[src/rtl/draw_timer_bar.sv]
// draw_timer_bar: overlays a shrinking countdown bar onto the pixel stream
// coming from screen_switch. Every timing/RGB signal is delayed by one pclk.
// Game time advances on the rising edge of vblnk_in (one tick per frame).
// The bar width is only updated on that tick, so it never tears mid-frame.
module draw_timer_bar #(
  parameter int BAR_X   = 100,
  parameter int BAR_Y   = 20,
  parameter int BAR_H   = 16,
  parameter int STEP    = 20,
  parameter int SECONDS = 30,
  parameter int FPS     = 60,
  parameter int WARN    = 5
) (
  input  logic        pclk,
  input  logic        rst,
  input  logic [11:0] hcount_in,
  input  logic [11:0] vcount_in,
  input  logic        hsync_in,
  input  logic        vsync_in,
  input  logic        hblnk_in,
  input  logic        vblnk_in,
  input  logic [11:0] rgb_in,
  input  logic        start,
  output logic [11:0] hcount_out,
  output logic [11:0] vcount_out,
  output logic        hsync_out,
  output logic        vsync_out,
  output logic        hblnk_out,
  output logic        vblnk_out,
  output logic [11:0] rgb_out,
  output logic        time_up,
  output logic        running
);

  localparam logic [1:0] ST_IDLE = 2'd0;
  localparam logic [1:0] ST_RUN  = 2'd1;
  localparam logic [1:0] ST_DONE = 2'd2;

  localparam logic [5:0]  SEC_FULL = 6'(SECONDS);
  localparam logic [5:0]  FRM_LAST = 6'(FPS - 1);
  localparam logic [5:0]  WARN_S   = 6'(WARN);
  localparam logic [11:0] X0       = 12'(BAR_X);
  localparam logic [11:0] Y0       = 12'(BAR_Y);
  localparam logic [11:0] Y1       = 12'(BAR_Y + BAR_H);
  localparam logic [11:0] STEP_W   = 12'(STEP);
  localparam logic [11:0] W_FULL   = 12'(SECONDS * STEP);

  localparam logic [11:0] RGB_OK   = 12'h0F0;
  localparam logic [11:0] RGB_WARN = 12'hF00;

  // Timing bundle carried through the one-cycle delay.
  typedef struct packed {
    logic [11:0] hcount;
    logic [11:0] vcount;
    logic        hsync;
    logic        vsync;
    logic        hblnk;
    logic        vblnk;
  } tim_t;

  tim_t        tim_in, tim_q;
  logic [1:0]  state, state_nxt;
  logic [5:0]  sec_cnt, sec_nxt;
  logic [5:0]  frm_cnt, frm_nxt;
  logic        vblnk_q;
  logic        tick;
  logic        reload;
  logic        latch;
  logic [11:0] bar_w_nxt;
  logic [11:0] bar_w_q;
  logic        warn_q;
  logic        in_x, in_y, blank;
  logic [11:0] rgb_nxt;

  assign tim_in = '{hcount: hcount_in, vcount: vcount_in,
                    hsync: hsync_in, vsync: vsync_in,
                    hblnk: hblnk_in, vblnk: vblnk_in};

  // One tick per frame, at the start of vertical blanking.
  assign tick = vblnk_in & ~vblnk_q;

  // Countdown FSM next state; a start in IDLE/DONE takes priority over a
  // coincident tick, so the first counted tick is the one after the start.
  always_comb begin
    state_nxt = state;
    sec_nxt   = sec_cnt;
    frm_nxt   = frm_cnt;
    reload    = 1'b0;
    case (state)
      ST_IDLE: begin
        sec_nxt = SEC_FULL;
        frm_nxt = '0;
        if (start) begin
          reload    = 1'b1;
          state_nxt = ST_RUN;
        end
      end
      ST_RUN: begin
        if (tick) begin
          if (frm_cnt == FRM_LAST) begin
            frm_nxt = '0;
            sec_nxt = sec_cnt - 6'd1;
            if (sec_cnt == 6'd1) state_nxt = ST_DONE;
          end else begin
            frm_nxt = frm_cnt + 6'd1;
          end
        end
      end
      ST_DONE: begin
        if (start) begin
          reload    = 1'b1;
          sec_nxt   = SEC_FULL;
          frm_nxt   = '0;
          state_nxt = ST_RUN;
        end
      end
      default: begin
        state_nxt = ST_IDLE;
        sec_nxt   = SEC_FULL;
        frm_nxt   = '0;
      end
    endcase
  end

  // Width and colour follow the post-update second count, so the cycle that
  // enters DONE already shows an empty bar.
  assign bar_w_nxt = {6'd0, sec_nxt} * STEP_W;
  assign latch     = tick | reload;

  // Countdown state, frame-edge detector and the frame-stable bar geometry.
  always_ff @(posedge pclk) begin
    if (rst) begin
      state   <= ST_IDLE;
      sec_cnt <= SEC_FULL;
      frm_cnt <= '0;
      vblnk_q <= 1'b0;
      bar_w_q <= W_FULL;
      warn_q  <= 1'b0;
    end else begin
      state   <= state_nxt;
      sec_cnt <= sec_nxt;
      frm_cnt <= frm_nxt;
      vblnk_q <= vblnk_in;
      if (latch) begin
        bar_w_q <= bar_w_nxt;
        warn_q  <= (sec_nxt <= WARN_S);
      end
    end
  end

  // Bar hit test against the current input pixel; all compares unsigned.
  assign in_x  = (hcount_in >= X0) && (hcount_in < (X0 + bar_w_q));
  assign in_y  = (vcount_in >= Y0) && (vcount_in < Y1);
  assign blank = hblnk_in | vblnk_in;

  // Blanking always passes rgb_in through untouched.
  always_comb begin
    rgb_nxt = rgb_in;
    if (!blank && in_x && in_y) rgb_nxt = warn_q ? RGB_WARN : RGB_OK;
  end

  // One-cycle output register for the timing bundle and overlaid colour.
  always_ff @(posedge pclk) begin
    if (rst) begin
      tim_q   <= '0;
      rgb_out <= '0;
    end else begin
      tim_q   <= tim_in;
      rgb_out <= rgb_nxt;
    end
  end

  assign hcount_out = tim_q.hcount;
  assign vcount_out = tim_q.vcount;
  assign hsync_out  = tim_q.hsync;
  assign vsync_out  = tim_q.vsync;
  assign hblnk_out  = tim_q.hblnk;
  assign vblnk_out  = tim_q.vblnk;

  assign time_up = (state == ST_DONE);
  assign running = (state == ST_RUN);

endmodule

[config.mk]
export PLATFORM = sky130hd
export DESIGN_NAME = draw_timer_bar
export DESIGN_NICKNAME = d
export VERILOG_FILES = /design/src/rtl/draw_timer_bar.sv
export SDC_FILE = /design/constraint.sdc
export NUM_CORES = 1
export LEC_CHECK = 0
export ABC_CLOCK_PERIOD_IN_PS = 3900
export CAP_MARGIN = 20
export CELL_PAD_IN_SITES_DETAIL_PLACEMENT = 0
export CELL_PAD_IN_SITES_GLOBAL_PLACEMENT = 1
export CORE_ASPECT_RATIO = 1.4
export CORE_MARGIN = 4
export CORE_UTILIZATION = 35
export CTS_BUF_LIST = sky130_fd_sc_hd__clkbuf_16
export DETAILED_ROUTE_END_ITERATION = 8
export PLACE_DENSITY_LB_ADDON = 0.12
export SLEW_MARGIN = 30
export SYNTH_ARGS = -nofsm -noshare
export SYNTH_HDL_FRONTEND = slang
export SYNTH_SLANG_ARGS = --single-unit
[constraint.sdc]
create_clock -name pclk -period 3.9 [get_ports pclk]
set_input_delay 0.585 -clock pclk [delete_from_list [all_inputs] [get_ports pclk]]
set_output_delay 0.585 -clock pclk [all_outputs]
set_load 0.05 [all_outputs]
; ---- Word level (Yosys, flattened, before mapping)
; Cells that the tools add are included.
[classes]
reduce_logical = 9
n_div = 0
add_sub_neg = 3
multipliers = 1
bitwise_logic = 4
n_shift = 0
order_cmp = 5
muxes = 17
n_eq_ne = 9
[ops]
columns = cell, n
row1 = $mux W6, 6
row2 = $mux W12, 2
row3 = $pmux W6 S2, 2
row4 = $add A7 B11 Y12 const A, 1
row5 = $ge A12 B5 Y1 const B, 1
row6 = $ge A12 B7 Y1 const B, 1
row7 = $lt A12 B12 Y1, 1
row8 = $lt A12 B6 Y1 const B, 1
row9 = $mul A6 B3 Y9 const B, 1
row10 = $mux W2, 4
row11 = $ne A2 B1 Y1 const B, 4
row12 = $add A6 B1 Y6 const B, 1
row13 = $eq A6 B1 Y1 const B, 1
row14 = $eq A6 B6 Y1 const B, 1
row15 = $le A6 B3 Y1 const B, 1
row16 = $sub A6 B1 Y6 const B, 1
row17 = $logic_and A1 B1 Y1, 4
row18 = $pmux W2 S2, 1
row19 = $reduce_and A4 Y1, 1
row20 = $eq A2 B1 Y1 const B, 1
row21 = $eq A2 B2 Y1 const B, 1
row22 = $logic_not A2 Y1, 1
row23 = $mux W1, 2
row24 = $ne A2 B2 Y1 const B, 1
row25 = other kinds (6), 7
[word_totals]
n_memories = 0
input_bits = 43
mem_bits_ro = 0
latchBits = 0
register_bits = 64
out_inout_bits = 42
mem_bits_rw = 0
wordCells = 60

; ---- Depth between registers and ports, before layout
; Gate-level depths: netlist of run 1.
[logic_depth]
depth_word = 6
mapped_depth = 14
mapped_depth_nobuf = 14

; ---- Worst setup path after synthesis of run 1
; OpenSTA, ideal clock, no wires.
[synth_timing]
path_kind = register to register
start = register state[0]
end = register bar_w_q[9]
stages_incl_launch_ff = 14
arrival_ns = 2.993
path_slack_ns = 0.778
synth_period_minus_slack_ns = 3.122
t_required_ns = 3.772
n_path_buf = 0
setup_ns = 0.128
cell_sequence = dfxtp_1 > inv_1 > ha_1 > nor2b_1 > a21oi_1 > nand2b_1 > a21boi_0 > ha_1 > ha_1 > fa_1 > a21o_1 > a21oi_1 > xnor2_1 > o211ai_2
[synth_between]
elab_chain_len = 4
elab_cells_between_ends = 8
classes_between = 1 x mul / 2 x eq/ne / 2 x mux / 1 x bitwise / 2 x reduce/logical
[synth_rtl]
columns = element, line
row1 = from (decl), 62  ; logic [1:0] state, state_nxt;
row2 = from (signal assigned), 140  ; state <= state_nxt;
row3 = $eq A2 B2 Y1 *, -
row4 = named net time_up, 31  ; output logic time_up,
row5 = branches (longest 3 deep; another with $mul A6 B3 Y9), -
row6 = to (signal assigned), 145  ; bar_w_q <= bar_w_nxt;
row7 = to (decl), 70  ; logic [11:0] bar_w_q;
; Mark *: on every way through the listed nets, which the timed path passes.
; A chain may end at the register's enable or synchronous reset.

; ---- Worst setup path after layout of run 1
[layout_timing]
start = input vblnk_in
end = register bar_w_q[10]
[layout_between]
elab_chain_len = 4
elab_cells_between_ends = 5
classes_between = 1 x mul / 2 x mux / 2 x bitwise
[layout_rtl]
columns = element, line
row1 = from (decl), 21  ; input logic vblnk_in,
row2 = $and A1 B1 Y1, 80  ; assign tick = vblnk_in & ~vblnk_q;
row3 = $mux W6, 99  ; if (tick) begin
row4 = $pmux W6 S2, 89  ; case (state)
row5 = named net sec_nxt[4], 63  ; logic [5:0] sec_cnt, sec_nxt;
row6 = $mul A6 B3 Y9, 127  ; assign bar_w_nxt = {6'd0, sec_nxt} * STEP_W;
; The timed path passes the listed nets, and every way through them passes these cells.

==> results of run 1 <==
-- flip-flops by register name (all words and copies together), names as in the netlist --
register	cells
vblnk_out	1
frm_cnt	6
rgb_out	12
vcount_out	12
hsync_out	1
bar_w_q	9
warn_q	1
state	2
hcount_out	12
vsync_out	1
sec_cnt	6
hblnk_out	1
-- per-layer routing --
layer	GRT usage (%)	wire, um
met5	0	0
met4	6.97	125
met3	4.16	446
met2	24.8	3460
met1	17.8	3010
-- metrics by stage --
step,power (mW),worst slack [ns]
2_1_floorplan,0.960,0.778
3_3_place_gp,1.09,0.203
3_5_place_dp,1.10,0.172
4_1_cts,1.93,0.480
5_1_grt,1.99,0.254
6_report,1.89,0.466
-- tightest hold or removal path, stage by stage, from the launching register on --
cell	delay, ns
dfxtp_1	0.33
nand2_1	0.06
a21oi_1	0.05
-- power by group --
part	switching [mW]	internal, mW
Sequential	0.0210	0.691
Combinational	0.204	0.163
Clock	0.266	0.548
Total	0.491	1.40
-- path summary, 6_finish.rpt --
| check | slack (ns) | endpoint | cells after the start |
|---|---|---|---|
| min | 0.50 | bar_w_q[8]$_SDFFE_PP0P_ | 2 |
| max | 0.47 | bar_w_q[10]$_SDFFE_PP0P_ | 14 |
| max reg2reg | 0.62 | bar_w_q[10]$_SDFFE_PP0P_ | 14 |
| min reg2reg | 0.50 | bar_w_q[8]$_SDFFE_PP0P_ | 2 |
-- final cells by class --
type                            instances  area (um^2)
Clock buffer                            9          225
Clock inverter                          7         80.1
Fill cell                             786         3970
Inverter                                6         22.5
Multi-Input combinational cell        240         1610
Sequential cell                        64         1280
Tap cell                              102          128
Timing Repair Buffer                   89          876
-- cell usage in the layout (no fill, tap or decap), drive strengths merged, types with 4 or more instances in the layout --
cell / instances
nand3: 8
a21o: 4
ha: 23
inv: 9
o21ai: 9
nand2b: 6
mux2i: 4
nand3b: 6
nor3: 7
dfxtp: 64
clkdlybuf4s50: 83
nor2: 21
nor2b: 34
and2: 6
xnor2: 10
a21oi: 22
nand2: 31
a211oi: 4
xor2: 6
clkbuf: 9
buf: 6
-- kinds of logic (layout without fill, tap and decap cells) --
group           count (synthesis)  count (layout)
xor+xnor                       16              16
simple gates                  141             141
flops                          64              64
compound gates                 54              54
mux                             5               5
buf+inv                        15             111
fa+ha+maj                      24              24
==> results.txt, run 1 <==
run status: finished, final reports clean
vias in the first global route: 2344
GRT Resource Usage Total: 14.9%
Max Root-Sink Buffers: 2
FFs w/ async S/R, synth: 0%
critical path class: primary input to register
initial antenna violation count: 0
Die ar.: 0.00998 mm^2
compound-cell area share of the yosys netlist: 11.8%
Post-CTS Setup Bufs: 0
share of layout cells above drive strength 1: 6.99%
number of remaining DRC errors: 0
Worst Path Buf+Inv: 1
Util after Layout: 51.5%
Distinct cells, synth: 46
Synth top area share: 43.4%
Syn-to-layout area delta: 43.2%
share of the clock period used by the worst path: 88.0%
Placer Congestion: 0.793
CP max-delay cell: clkdlybuf4s50_1
drt wl/cell: 13.6 um
CTS Buf Count: 9
Reg clk slew, reported paths: 0.05 ns
First DRT Iteration DRCs: 51
Final setup violation count: 0
maximum VDD drop: 0.271 mV
final count of pins violating max slew: 0
cts hold-fix bufs: 0
Placed Cells: 501
#FFs+latches synth: 64
total gr overflow: 0
Arrival @ worst endpoint: 3.63 ns
core area: 0.00820 mm^2
FMAX: 291 MHz
CTS Sinks: 64
Leak: 1.68 nW
DRT antenna net count: 0
mux cell area share after synthesis: 1.74%
drt via density: 4.84
Hold Worst Slack: 0.499 ns
RSZ-0062 raised after global routing: false
most frequent cell after synthesis: dfxtp_1
DP Area: 0.00392 mm^2
fin area: 0.00423 mm^2
CP top delay family: simple AND/OR/NAND/NOR gates
H-Tree Depth: 3
syn_area_per_cell: 9.25 um^2
main combinational cell family by area after synthesis: simple AND/OR/NAND/NOR gates
worst hold start: bar_w_q[8]$_SDFFE_PP0P_
top cells by count, synth: dfxtp_1, nor2b_1, nand2_1, ha_1, a21oi_1
first-pass GRT wire length: 11600 um
Initial Util: 36.0%
clock latency on the worst-skew pair: 0.32 ns
Die X: 85.6 um
Yosys warnings: 0
drt pass-1 iters: 4
Post-DP HPWL: 5400 um
Critical R2R Launch: frm_cnt[0]$_SDFFE_PP0P_
crit path launch: vblnk_in
die height: 117 um
Post-synth top flop: dfxtp_1
Max-slew headroom: 61.6%
synthesized area: 0.00295 mm^2
row count: 39
# diodes: 0
Setup crit start kind: primary input
final net count: 477
CTS tree: yes
max_cap viols: 0
Final min period: 3.43 ns
adder-cell share of the synthesized area: 10.4%
Synth Instances: 319
Hold WC Path Type: register to register
Worst EP required: 4.09 ns
I/O Pins: 85
largest net degree at the start of global routing: 58
crit-path most repeated cell: ha_1
Hold Vio Cnt, Final: 0
post_cts resized: 0
Root Buffer: clkbuf_16
WL final: 7040 um
I/O Buffers: 84
pwr dens: 448 mW/mm^2
CP max stage delay: 0.51 ns
final non-filler cell total: 517
clock skew: 0.00443 ns
worst-path cell chain: clkdlybuf4s50_1, nand3b_1, or4_4, mux2_2, nand2_1, nand3_1, ha_1, ha_1, a21o_1, a21oi_1, nor2b_1, o21ai_0, o2bb2a_1, nor2_1
Worst-Margin Slew: 0.575 ns
xor and xnor area share after synthesis: 4.75%
Yosys top cell by area: dfxtp_1
routed vias: 2501
Synth area leaders: dfxtp_1, ha_1, nor2b_1
setup TNS: 0 ns
Post-synth EDFFs: 0
CP endpoint kind: register
syn_nets: 386
simple-gate share of the synthesized area: 26.0%
crit-path max FO: 3
sequential area share after synthesis: 43.4%
Note: power is estimated with default switching activity, not from simulation.
==> inputs of run 2 (changes only) <==
- CTS_BUF_LIST: sky130_fd_sc_hd__clkbuf_16 -> default
==> results.txt, run 2 (synthesized netlist as in run 1, its figures left out) <==
run status: finished, final reports clean
clock skew: 0.00536 ns
CP endpoint kind: register
commonest non-fill, non-tap cell in the layout: clkdlybuf4s50_1
cts hold-fix bufs: 0
Worst EP required: 4.09 ns
CP max stage delay: 0.51 ns
Worst-Margin Slew: 0.575 ns
share of the clock period used by the worst path: 88.0%
routed vias: 2502
drt pass-1 iters: 4
H-Tree Depth: 3
worst-path cell chain: clkdlybuf4s50_1, nand3b_1, or4_4, mux2_2, nand2_1, nand3_1, ha_1, ha_1, a21o_1, a21oi_1, nor2b_1, o21ai_0, o2bb2a_1, nor2_1
Post-DP HPWL: 5400 um
GRT Resource Usage Total: 14.9%
number of remaining DRC errors: 0
core area: 0.00820 mm^2
final non-filler cell total: 517
post_cts resized: 0
Leak: 1.68 nW
setup TNS: 0 ns
Hold Vio Cnt, Final: 0
Arrival @ worst endpoint: 3.63 ns
Syn-to-layout area delta: 43.6%
Worst Path Buf+Inv: 1
first-pass GRT wire length: 11600 um
Reg clk slew, reported paths: 0.05 ns
clock latency on the worst-skew pair: 0.32 ns
Die ar.: 0.00998 mm^2
I/O Buffers: 84
initial antenna violation count: 0
Setup crit start kind: primary input
Max-slew headroom: 61.6%
crit-path most repeated cell: ha_1
CTS Buf Count: 9
share of layout cells above drive strength 1: 7.23%
row count: 39
# diodes: 0
FMAX: 291 MHz
WL final: 7040 um
critical path class: primary input to register
Placer Congestion: 0.793
CP max-delay cell: clkdlybuf4s50_1
Placed Cells: 501
I/O Pins: 85
die height: 117 um
max_cap viols: 0
Initial Util: 36.0%
First DRT Iteration DRCs: 51
Final setup violation count: 0
CTS Sinks: 64
final count of pins violating max slew: 0
Final min period: 3.43 ns
pwr dens: 454 mW/mm^2
vias in the first global route: 2344
CTS tree: yes
drt via density: 4.84
Post-CTS Setup Bufs: 0
Max Root-Sink Buffers: 2
Root Buffer: clkbuf_16
RSZ-0062 raised after global routing: false
total gr overflow: 0
DRT antenna net count: 0
CP top delay family: simple AND/OR/NAND/NOR gates
Hold WC Path Type: register to register
Die X: 85.6 um
fillcell total: 785
final net count: 477
drt wl/cell: 13.6 um
crit-path max FO: 3
area of the multi-input gates: 0.00161 mm^2
largest net degree at the start of global routing: 58
register area: 0.00128 mm^2
maximum VDD drop: 0.270 mV
commonest cells after routing, fill and taps aside: clkdlybuf4s50_1, dfxtp_1, nor2b_1
==> run 2: cell types whose count changed in the layout (fill, tap and decap cells not counted) <==
cell	before	now
clkinv_1	1	0
clkbuf_1	0	3
clkbuf_8	0	1
inv_1	9	6
==> run 2: power breakdown <==
part	internal (mW)	total [mW]	leakage [nW]	switching, mW
Clock	0.576	0.843	0.154	0.267
Combinational	0.163	0.367	0.995	0.204
Sequential	0.691	0.712	0.529	0.0210
==> run 2: path summary, 6_finish.rpt <==
| path | startpoint | endpoint | slack [ns] | cells after the start |
|---|---|---|---|---|
| worst max-delay path | vblnk_in | bar_w_q[10]$_SDFFE_PP0P_ | 0.47 | 14 |
| worst min-delay path | bar_w_q[8]$_SDFFE_PP0P_ | bar_w_q[8]$_SDFFE_PP0P_ | 0.50 | 2 |
| worst max register to register | frm_cnt[0]$_SDFFE_PP0P_ | bar_w_q[10]$_SDFFE_PP0P_ | 0.62 | 14 |
| worst min register to register | bar_w_q[8]$_SDFFE_PP0P_ | bar_w_q[8]$_SDFFE_PP0P_ | 0.50 | 2 |
==> run 2: final cells by class <==
cell class	instances	area share, %
flip-flops and latches	64	30.3
inverters	6	0.532
well taps	102	3.01
multi-input cells	240	38.1
clock inverters	3	1.54
clock buffers	13	5.91
repair buffers	89	20.7
==> run 2: routing by layer <==
metal / track usage, % / vias to the layer above / routed length, um
li1: - / 1289 / -
met1: 17.8 / 1124 / 3010
met2: 24.8 / 80 / 3460
met3: 4.16 / 9 / 451
met4: 6.97 / 0 / 125
met5: 0 / - / 0
==> run 2: worst register-to-register path: cells and delay by family, from the launching register on <==
family          cells  cell delay, ns
fa+ha+maj           3            0.92
compound gates      4            0.68
mux                 1            0.28
flops               1            0.37
simple gates        6            0.91
==> run 2: stage by stage <==
step | worst slack, ns | util, % | total power, mW | hold slack [ns] | instance area [um^2]
global route | 0.255 | 51.7 | 2.02 | 0.529 | 4240
CTS | 0.481 | 51.7 | 1.95 | 0.500 | 4240
global placement | 0.203 | 47.8 | 1.09 | 0.481 | 3920
detailed placement | 0.172 | 47.8 | 1.10 | 0.492 | 3920
finish | 0.467 | 51.7 | 1.92 | 0.499 | 4240
floorplan | 0.778 | - | 0.960 | 0.462 | 2950
==> inputs of run 3 (changes only) <==
- CORE_ASPECT_RATIO: 1.4 -> 1.75
- CTS_CLUSTER_SIZE: default -> 10
==> results.txt, run 3 (synthesized netlist as in run 1, its figures left out) <==
worst-path cell chain: clkdlybuf4s50_1, nand3b_1, or4_4, mux2_2, nand2_1, nand3_1, ha_1, ha_1, a21o_1, a21oi_1, nor2b_1, o21ai_0, o2bb2a_1, nor2_1
clock latency on the worst-skew pair: 0.32 ns
DRT antenna net count: 0
fillcell total: 795
Post-CTS Setup Bufs: 0
GRT Resource Usage Total: 15.5%
final count of pins violating max slew: 0
I/O Pins: 85
crit-path most repeated cell: ha_1
CP max stage delay: 0.47 ns
area of the multi-input gates: 0.00161 mm^2
vias in the first global route: 2570
Root Buffer: clkbuf_16
cts hold-fix bufs: 0
crit-path max FO: 3
Initial Util: 35.7%
switching share of power: 24.9%
Clock Power Share: 46.4%
initial antenna violation count: 0
max_cap viols: 0
# diodes: 0
Overall Power: 2.01 mW
Hold Vio Cnt, Final: 0
switching power: 0.502 mW
Seq pwr share: 35.4%
Final setup violation count: 0
CTS Sinks: 64
critical path class: primary input to register
commonest cells after routing, fill and taps aside: clkdlybuf4s50_1, dfxtp_1, nor2b_1
Final min period: 3.37 ns
Worst Path Buf+Inv: 1
Max-slew headroom: 49.0%
pwr dens: 471 mW/mm^2
first-pass GRT wire length: 12200 um
CTS Buf Count: 9
final net count: 478
Worst-Margin Slew: 0.765 ns
clock skew: 0.00473 ns
CP max-delay cell: clkdlybuf4s50_1
CTS tree: yes
number of remaining DRC errors: 0
row count: 44
core area: 0.00826 mm^2
drt via density: 4.97
Syn-to-layout area delta: 44.7%
I/O Buffers: 84
r2r setup slk: 0.56 ns
share of layout cells above drive strength 1: 8.17%
power share of the combinational group: 18.2%
drt pass-1 iters: 4
Worst EP required: 4.08 ns
Max Root-Sink Buffers: 2
die height: 129 um
Arrival @ worst endpoint: 3.55 ns
share of the clock period used by the worst path: 86.4%
drt wl/cell: 14.0 um
Util after Layout: 51.7%
Leak: 1.70 nW
Reg clk slew, reported paths: 0.05 ns
FMAX: 297 MHz
register area: 0.00128 mm^2
Setup crit start kind: primary input
total gr overflow: 0
Die X: 77.4 um
Internal Power: 1.51 mW
routed vias: 2527
largest net degree at the start of global routing: 45
Post-DP HPWL: 5640 um
maximum VDD drop: 0.269 mV
H-Tree Depth: 3
CP top delay family: simple AND/OR/NAND/NOR gates
First DRT Iteration DRCs: 63
CP endpoint kind: register
post_cts resized: 0
run status: finished, final reports clean
RSZ-0062 raised after global routing: false
Hold WC Path Type: register to register
Placer Congestion: 0.869
setup TNS: 0 ns
commonest non-fill, non-tap cell in the layout: clkdlybuf4s50_1
Die ar.: 0.0100 mm^2
WL final: 7130 um
run 3: cell count changes in the layout (fill, tap and decap cells not counted):
cell / delta
clkbuf_1: -3
clkbuf_8: +1
buf_2: +1
bufinv_16: +1
clkinvlp_4: +1
run 3: worst paths after layout:
| check | to | startpoint | cells past startpoint |
|---|---|---|---|
| worst max register to register | bar_w_q[10]$_SDFFE_PP0P_ | frm_cnt[0]$_SDFFE_PP0P_ | 14 |
| worst max-delay path | bar_w_q[10]$_SDFFE_PP0P_ | vblnk_in | 14 |
| worst min-delay path | bar_w_q[2]$_SDFFE_PP0P_ | bar_w_q[2]$_SDFFE_PP0P_ | 2 |
| worst min register to register | bar_w_q[2]$_SDFFE_PP0P_ | bar_w_q[2]$_SDFFE_PP0P_ | 2 |
run 3: final cells by class:
cell class	instances	share of cell area (%)
clock buffers	11	5.92
clock inverters	5	2.40
inverters	6	0.528
multi-input cells	240	37.8
flip-flops and latches	64	30.0
well taps	92	2.70
repair buffers	90	20.6
run 3: through the flow:
| stage | cell area [um^2] | cells | hold WS, ns | setup WS [ns] |
|---|---|---|---|---|
| final | 4270 | 508 | 0.491 | 0.529 |
| after global routing | 4270 | 508 | 0.515 | 0.293 |
| after CTS | 4270 | 508 | 0.496 | 0.526 |
| after detailed placement | 3910 | 492 | 0.488 | 0.209 |
| after global placement | 3910 | 492 | 0.476 | 0.242 |
| after floorplan | 2950 | 319 | 0.462 | 0.778 |
run 3: routing by layer:
layer	vias to the layer above	share of wire [%]	track usage [%]	wire length, um
met5	-	0	0	0
met4	0	3.5	8.60	250
met3	18	4.1	3.55	294
met2	64	54	28.7	3860
met1	1155	38	15.8	2720
li1	1290	-	-	-
run 3: power by group through the flow:
stage	Combinational, mW	Sequential [mW]	Clock (mW)
CTS	0.373	0.712	0.963
global route	0.405	0.718	0.996
finish	0.366	0.712	0.934
floorplan	0.160	0.800	0
detailed placement	0.371	0.726	0
global placement	0.370	0.726	0
run 3: worst reg2reg max path: cells and delay by family (launching register included):
family	cells	cell delay, ns
flops	1	0.37
fa+ha+maj	3	0.98
compound gates	4	0.67
mux	1	0.28
simple gates	6	0.90
